==> config.mk <==
export PLATFORM = sky130hd
export DESIGN_NAME = dht_multi_sampler_flat
export DESIGN_NICKNAME = d
export VERILOG_FILES = /design/src/rtl/dht_multi_sampler_if.sv /design/src/rtl/dht_multi_sampler.sv /design/src/flat_wrapper.sv
export SDC_FILE = /design/constraint.sdc
export NUM_CORES = 1
export LEC_CHECK = 0
export ABC_AREA = 1
export CAP_MARGIN = 15
export CORE_MARGIN = 3
export CORE_UTILIZATION = 45
export CTS_BUF_LIST = sky130_fd_sc_hd__clkbuf_4
export DETAILED_ROUTE_END_ITERATION = 7
export HOLD_SLACK_MARGIN = 0.15
export PLACE_DENSITY = 0.74
export SYNTH_ARGS = -nofsm -noshare
export SYNTH_HDL_FRONTEND = slang
export SYNTH_SLANG_ARGS = --single-unit
==> constraint.sdc <==
create_clock -name clk -period 2.8 [get_ports clk]
set_clock_uncertainty 0.15 [all_clocks]
set_input_delay 0.56 -clock clk [delete_from_list [all_inputs] [get_ports clk]]
set_output_delay 0.56 -clock clk [all_outputs]
set_load 0.05 [all_outputs]
==> src/rtl/dht_multi_sampler_if.sv <==
// Result port of the DHT multi-channel sampler: one measurement per valid/ready transfer.
interface dht_multi_sampler_if;
  logic        valid;
  logic        ready;
  logic [2:0]  ch;
  logic [31:0] data;
  logic        err;
  logic [3:0]  tries;

  modport master (output valid, ch, data, err, tries, input ready);
  modport slave  (input valid, ch, data, err, tries, output ready);
endinterface

==> src/rtl/dht_multi_sampler.sv <==
// Sequences N_CH DHT11 cores: power-up hold, periodic rounds, per-channel reset/start,
// completion/timeout detection with bounded retry, and one result per channel on a valid/ready port.
module dht_multi_sampler #(
  parameter int N_CH        = 2,
  parameter int POWERUP_CYC = 100000000,
  parameter int PERIOD_CYC  = 200000000,
  parameter int RST_CYC     = 1000,
  parameter int TIMEOUT_CYC = 5000000,
  parameter int MAX_RETRY   = 2
) (
  input  logic                 clk,
  input  logic                 rst_n,
  input  logic                 enable,
  output logic [N_CH-1:0]      core_en,
  output logic [N_CH-1:0]      core_rst,
  input  logic [N_CH-1:0]      core_wait,
  input  logic [N_CH-1:0]      core_error,
  input  logic [N_CH-1:0]      core_crc_ok,
  input  logic [32*N_CH-1:0]   core_data,
  dht_multi_sampler_if.master  res,
  output logic                 started,
  output logic                 busy
);

  typedef enum logic [2:0] {S_POWERUP, S_IDLE, S_CRST, S_RUN, S_EMIT} state_t;

  localparam logic [31:0] POWERUP_LAST = 32'(POWERUP_CYC - 1);
  localparam logic [31:0] PERIOD_LAST  = 32'(PERIOD_CYC - 1);
  localparam logic [31:0] RST_LAST     = 32'(RST_CYC - 1);
  localparam logic [31:0] TIMEOUT_LAST = 32'(TIMEOUT_CYC - 1);
  localparam logic [3:0]  RETRY_MAX    = 4'(MAX_RETRY);
  localparam logic [2:0]  CH_LAST      = 3'(N_CH - 1);

  state_t      state_q, state_d;
  logic [31:0] cnt_q, cnt_d;
  logic [2:0]  ch_q, ch_d;
  logic [3:0]  tries_q, tries_d;
  logic        seen_q, seen_d;
  logic        started_q, started_d;
  logic [31:0] data_q, data_d;
  logic        err_q, err_d;

  // Zero-padded to the 8-channel maximum so a 3-bit channel index always selects in range.
  logic [7:0]   wait_pad, error_pad, crc_pad, ch_onehot;
  logic [255:0] data_pad;
  logic         sel_wait, sel_fail, timeout, done;
  logic [31:0]  sel_data;

  assign wait_pad  = 8'(core_wait);
  assign error_pad = 8'(core_error);
  assign crc_pad   = 8'(core_crc_ok);
  assign data_pad  = 256'(core_data);
  assign ch_onehot = 8'd1 << ch_q;

  assign sel_wait = wait_pad[ch_q];
  assign sel_fail = error_pad[ch_q] | ~crc_pad[ch_q];
  assign sel_data = data_pad[{ch_q, 5'b0} +: 32];
  assign timeout  = (cnt_q == TIMEOUT_LAST);
  assign done     = seen_q & ~sel_wait;

  // NOTE: every flop is updated with <= so all state advances together on the edge.
  always_ff @(posedge clk or negedge rst_n) begin
    if (!rst_n) begin
      state_q   <= S_POWERUP;
      cnt_q     <= '0;
      ch_q      <= '0;
      tries_q   <= '0;
      seen_q    <= 1'b0;
      started_q <= 1'b0;
      data_q    <= '0;
      err_q     <= 1'b0;
    end else begin
      state_q   <= state_d;
      cnt_q     <= cnt_d;
      ch_q      <= ch_d;
      tries_q   <= tries_d;
      seen_q    <= seen_d;
      started_q <= started_d;
      data_q    <= data_d;
      err_q     <= err_d;
    end
  end

  // NOTE: all next-state values default to the current ones first, so no path infers a latch.
  always_comb begin
    state_d   = state_q;
    cnt_d     = cnt_q;
    ch_d      = ch_q;
    tries_d   = tries_q;
    seen_d    = seen_q;
    started_d = started_q;
    data_d    = data_q;
    err_d     = err_q;
    unique case (state_q)
      S_POWERUP: begin
        cnt_d = cnt_q + 32'd1;
        if (cnt_q == POWERUP_LAST) begin
          state_d   = S_IDLE;
          cnt_d     = '0;
          started_d = 1'b1;
        end
      end
      S_IDLE: begin
        if (!enable) begin
          cnt_d = '0;
        end else if (cnt_q == PERIOD_LAST) begin
          state_d = S_CRST;
          cnt_d   = '0;
          ch_d    = '0;
          tries_d = '0;
        end else begin
          cnt_d = cnt_q + 32'd1;
        end
      end
      S_CRST: begin
        cnt_d = cnt_q + 32'd1;
        if (cnt_q == RST_LAST) begin
          state_d = S_RUN;
          cnt_d   = '0;
          seen_d  = 1'b0;
        end
      end
      S_RUN: begin
        cnt_d = cnt_q + 32'd1;
        if (sel_wait) seen_d = 1'b1;
        if (timeout || done) begin
          // Timeout wins over a simultaneous completion and reports no data.
          data_d = timeout ? 32'd0 : sel_data;
          err_d  = timeout | sel_fail;
          cnt_d  = '0;
          if ((timeout || sel_fail) && (tries_q < RETRY_MAX)) begin
            tries_d = tries_q + 4'd1;
            state_d = S_CRST;
          end else begin
            state_d = S_EMIT;
          end
        end
      end
      S_EMIT: begin
        if (res.ready) begin
          cnt_d = '0;
          if ((ch_q < CH_LAST) && enable) begin
            ch_d    = ch_q + 3'd1;
            tries_d = '0;
            state_d = S_CRST;
          end else begin
            state_d = S_IDLE;
          end
        end
      end
      default: state_d = S_POWERUP;
    endcase
  end

  always_comb begin
    core_en  = '0;
    core_rst = '0;
    if (state_q == S_POWERUP) core_rst = '1;
    if (state_q == S_CRST)    core_rst = ch_onehot[N_CH-1:0];
    if (state_q == S_RUN)     core_en  = ch_onehot[N_CH-1:0];
  end

  assign res.valid = (state_q == S_EMIT);
  assign res.ch    = ch_q;
  assign res.data  = data_q;
  assign res.err   = err_q;
  assign res.tries = tries_q;
  assign started   = started_q;
  assign busy      = (state_q != S_POWERUP) && (state_q != S_IDLE);

endmodule

==> src/flat_wrapper.sv <==
// flat-port wrapper written by rule: the top's interface ports become plain ports
module dht_multi_sampler_flat 
#(
  parameter int N_CH        = 2,
  parameter int POWERUP_CYC = 100000000,
  parameter int PERIOD_CYC  = 200000000,
  parameter int RST_CYC     = 1000,
  parameter int TIMEOUT_CYC = 5000000,
  parameter int MAX_RETRY   = 2
)
  (clk, rst_n, enable, core_en, core_rst, core_wait, core_error, core_crc_ok, core_data, started, busy, res_valid, res_ch, res_data, res_err, res_tries, res_ready);
  dht_multi_sampler_if res_i ();
  input  logic clk;
  input  logic rst_n;
  input  logic enable;
  output logic [N_CH-1:0] core_en;
  output logic [N_CH-1:0] core_rst;
  input  logic [N_CH-1:0] core_wait;
  input  logic [N_CH-1:0] core_error;
  input  logic [N_CH-1:0] core_crc_ok;
  input  logic [32*N_CH-1:0] core_data;
  output logic started;
  output logic busy;
  output wire logic [$bits(res_i.valid)-1:0] res_valid;
  output wire logic [$bits(res_i.ch)-1:0] res_ch;
  output wire logic [$bits(res_i.data)-1:0] res_data;
  output wire logic [$bits(res_i.err)-1:0] res_err;
  output wire logic [$bits(res_i.tries)-1:0] res_tries;
  input wire logic [$bits(res_i.ready)-1:0] res_ready;
  assign res_valid = res_i.valid;
  assign res_ch = res_i.ch;
  assign res_data = res_i.data;
  assign res_err = res_i.err;
  assign res_tries = res_i.tries;
  assign res_i.ready = res_ready;
  dht_multi_sampler #(.N_CH(N_CH), .POWERUP_CYC(POWERUP_CYC), .PERIOD_CYC(PERIOD_CYC), .RST_CYC(RST_CYC), .TIMEOUT_CYC(TIMEOUT_CYC), .MAX_RETRY(MAX_RETRY)) u_core (.clk(clk), .rst_n(rst_n), .enable(enable), .core_en(core_en), .core_rst(core_rst), .core_wait(core_wait), .core_error(core_error), .core_crc_ok(core_crc_ok), .core_data(core_data), .res(res_i), .started(started), .busy(busy));
endmodule
# Word-level counts from Yosys, hierarchy flattened
# Index checks and enable logic that the tools add are counted.
# word_totals
ff_bits,77
latch_bits,0
ramBits,0
mem_bits_ro,0
input_bits,74
n_memories,0
# classes
n_addsub,3
multipliers,0
div_mod_pow,0
n_lt_le_gt_ge,3
n_eq_ne,18
n_shift,2
muxes,41
bitwise_logic,5
n_reduce_logical,18
# op_table
operator,n
$shiftx 256x9->32,1
$mux 32,7
$pmux 32 s5,1
$mux 3,11
$add 32x1->32 const B,1
$eq 32x10->1 const B,1
$eq 32x23->1 const B,1
$eq 32x27->1 const B,1
$eq 32x28->1 const B,1
$mux 4,6
$ne 2x1->1 const B,8
$pmux 3 s5,1
$pmux 4 s3,1
$bmux 1 s3,3
$mux 2,4
$reduce_and 7->1,1
$eq 3x2->1 const B,2
$pmux 3 s2,1
$reduce_and 2->1,3
$reduce_and 6->1,1
$reduce_bool 3->1,2
$mux 1,5
$reduce_and 5->1,1
$reduce_bool 5->1,1
other kinds (19),25

# Longest topological paths before layout
# logic_depth
depth_word,9
depth_mapped,13
depth_no_buf,12

# Worst setup path before layout
# Ideal clock, no wire load.
# synth_timing
path_type,register to output
from,register u_core.ch_q[0] (netlist: u_core.res.ch[0])
to,output core_rst[1]
arrival_ps,2124
t_required_ps,2090
path_slack_ps,-34
stages_incl_launch_ff,5
cell_sequence,dfrtp_1 > buf_2 > clkbuf_1 > nand2_1 > a21oi_1
# synth_between
elab_chain_len,2
# synth_rtl
element,line_no,source
from (decl),dht_multi_sampler.sv:36,"logic [2:0] ch_q, ch_d;"
from (signal assigned),dht_multi_sampler.sv:75,ch_q <= ch_d;
$shl 1x3->2,dht_multi_sampler.sv:53,assign ch_onehot = 8'd1 << ch_q;
$mux 2,dht_multi_sampler.sv:159,if (state_q == S_CRST) core_rst = ch_onehot[N_CH-1:0];
to (decl),flat_wrapper.sv:17,output logic [N_CH-1:0] core_rst;
# Every way passes these cells.

# Worst setup path after layout
# layout_timing
from,register u_core.state_q[1]
to,output core_en[1]
# layout_between
elab_chain_len,2
# layout_rtl
element,line_no,source
from (decl),dht_multi_sampler.sv:34,"state_t state_q, state_d;"
from (signal assigned),dht_multi_sampler.sv:73,state_q <= state_d;
$eq 3x2->1,dht_multi_sampler.sv:160,if (state_q == S_RUN) core_en = ch_onehot[N_CH-1:0];
$mux 2,dht_multi_sampler.sv:160,
to (decl),flat_wrapper.sv:16,output logic [N_CH-1:0] core_en;
# Every way passes these cells.

==> impl_results.md <==
* Hold Path Class: flop to flop
* Pwr Density at between 200 and 300 nW/um2
* Reg2Reg Launch Point: u_core.cnt_q[1]
* GRT overflow at 0
* Fmax at about 380 MHz
* GRT Total Usage at 23.6%
* Leak Pwr at 2.92 nW
* R2R Path End: u_core.cnt_q[3]
* Die area at 12400 um2
* DRC Markers at 0
* WP data arrival at between 1.5 and 2 ns
* GP Congestion at around 1
* Sequential cell area fraction in the yosys report at approximately two fifths
* Synth Area in Compound Gates at under 10%
* Pin count of the biggest net entering global routing at 57
* Worst path max stage delay at roughly 0.51 ns
* Fin nets at a little over 900
* Max-Cap Viols at 0
* Chip height at 112 um
* Max VDD drop at roughly 0.00027 V
* Largest family of logic cells by synthesized area: simple AND/OR/NAND/NOR gates
* Core area at between 10000 and 15000 um2
* Synth Register Bits at between 70 and 80
* CP Launch Type: flop
* Critical Path Most Common Cell: inv_1
* Worst hold path depth at 1
* Status: complete, no violations
* Final hold viol count at 0
* Synth Area in Simple Gates at a little under two fifths
* WL final at 14500 um
* Skew-Pair Late Insertion Delay at approximately 0.47 ns
* Measured slew at the worst slew-check pin at a little under 0.7 ns
* Synth Flop Type: dfrtp_1
* Antenna Nets Post-Route at 0
* Crit path max-delay cell type: dfrtp_1
* Syn. warnings at 0
* CP Cell Sequence: inv_1 > nor2_2 > inv_1 > nor2_1 > buf_12
* First-pass DRT Iterations at 5
* Worst hold start: u_core.started
* Finished Cell Area at 6450 um2
* Port buffer count at between 100 and 150
* Starting utilization of the core area at between 40% and 50%
* RSZ-0062 raised after global routing: no
* Synth Area in Adders at less than 1%
* Number of core rows at 37
* Layout cells sized above 1 at roughly 6%
* Top Ports at roughly 120
* Syn Area/Cell at roughly 7 um2
* Clock slew seen by the registers of the worst setup and hold paths at between 0.1 and 0.15 ns
* DR vias at 5120
* Antenna violations before repair at 0
* Core Util, Final at roughly three fifths
* Slew headroom at approximately 55%
* Critical path endpoint category: output pin
* Wire per inst at ~15 um
* Period utilisation layout at slightly above 90%
* Post-synthesis mux area share at 0%
* Post-synthesis instance total at between 700 and 800
* Avg Vias per Cell at about 5.2
* Clock Sinks at a little under 80
* Clock Path Buffers at 2
* Global-route wire length before repair at approximately 24000 um
* Async SR Flop Fraction at 100%
* Placed Instance Area at about 6300 um2
* Final-report setup violation count at 0
* CTS tree: built
* CP required at 2.09 ns
* Setup_tns at 0 ns
* Cts bufs inserted at 9
* Synth Area in XOR/XNOR at under 10%
* Setup bufs post-CTS at 0
* Root buffer cell: clkbuf_4
* Syn nets at 813
* H-tree depth at 3
* Mapped Area at roughly 5000 um2
* R2r setup slk at between 0.3 and 0.4 ns
* Post-synthesis cell type count at 36
* Post-synth EDFFs at 0
* Iteration-0 DRC Markers at roughly 360
* Crit Path Max Fanout at 6
* Vias in the first global route at roughly 4800
* Chip Width at 112 um
* Crit path kind: flop to output pin
* Post-DP HPWL at roughly 11000 um
* Slew Limit Fails at 0
* Area grow syn2layout at 28.8%
* Hold Crit Endpoint: u_core.started
* Final min period at 2.62 ns
* R2R cell count at 10
## power breakdown
part / internal, mW / switching [mW] / total (mW)
Sequential: 1.11 / 0 / 1.11
Clock: 0.182 / 0.395 / 0.577
Combinational: 0.102 / 0.0535 / 0.156
## per-stage QoR
stage          setup slack (ns)  hold WS [ns]  instances  power (mW)
6_report                  0.181         0.328        982        1.84
5_1_grt                  0.0555         0.342        981        1.93
4_1_cts                  0.0324         0.332        981        1.88
3_5_place_dp              0.382         0.304        964        1.29
3_3_place_gp              0.430         0.306        964        1.29
2_1_floorplan            0.0496         0.114        736        1.16
## cell families after synthesis
kind of cell / count (synthesis)
xor gates and xnor gates: 26
adders and majority gates: 3
and+or+nand+nor: 427
buffers and inverters: 124
DFF: 77
AOI/OAI and AO/OA: 79
## worst max-delay path by stage
| stage | to | start | slack [ns] | cells past startpoint |
|---|---|---|---|---|
| 6_report | core_en[1] | u_core.state_q[1] | 0.18 | 5 |
| 5_1_grt | core_en[0] | u_core.state_q[1] | 0.06 | 5 |
| 4_1_cts | busy | u_core.state_q[1] | 0.03 | 3 |
| 3_5_place_dp | u_core.cnt_q[11] | core_wait[1] | 0.38 | 7 |
| 3_3_place_gp | u_core.cnt_q[11] | core_wait[1] | 0.43 | 7 |
| 2_1_floorplan | core_en[1] | u_core.res.ch[0] | 0.05 | 4 |
## final cells by class
cell class,instances,area [um2]
Fill cell,987,4100
Tap cell,136,170
Antenna cell,1,2.50
Timing Repair Buffer,130,1350
Clock inverter,6,30.0
Inverter,87,327
Clock buffer,10,75.1
Sequential cell,77,1930
Multi-Input combinational cell,535,2570
## Yosys cell counts (13+ instances only)
master / count / area share (%)
o21ai_0: 26 / 2.6
nand3_1: 96 / 9.6
buf_2: 13 / 1.3
o21ai_1: 18 / 1.8
nand2_1: 198 / 15
nor2_1: 88 / 6.6
xor2_1: 24 / 4.2
clkbuf_1: 17 / 1.3
a21oi_1: 28 / 2.8
inv_1: 85 / 6.4
nand4_1: 14 / 1.7
dfrtp_1: 77 / 38
## repair_timing
item,CTS,global route
gates resized for setup,0,2
endpoints found under the hold margin,45,0
setup endpoints to repair,0,3
hold buffers,1,0
## state kept, by name (all words and copies together) (netlist names)
signal,count
u_core.res.data,32
u_core.res.ch,3
u_core.seen_q,1
u_core.started,1
u_core.res.err,1
u_core.res.tries,4
u_core.cnt_q,32
u_core.state_q,3
## critical path, delay by kind of cell, from the launching register on
family        cells  cell delay (ns)
simple gates      2             0.44
buf+inv           3             0.48
flops             1             0.51
## routing by layer
metal / wire length (um) / vias up / share of wire, % / track usage (%)
met5: 0 / - / 0 / 0
met3: 829 / 23 / 5.7 / 4.18
met4: 327 / 0 / 2.2 / 8.84
met2: 6950 / 175 / 48 / 37.7
met1: 6440 / 2372 / 44 / 32.1
li1: - / 2550 / - / -
## cell usage in the layout, fill, tap and decap left out, types with 5 or more instances in the layout
cell type          n
buf_4              9
o21ai_0           26
nand4_1           14
clkdlybuf4s50_1  112
inv_1             85
o21ai_1           18
nor2_1            87
a21oi_1           26
clkbuf_4          10
nor3_1             9
nand3_1           96
dfrtp_1           77
xor2_1            24
nor2_2             5
buf_12             7
nand2_1          198
No activity file was read; power rests on OpenSTA's default activity.
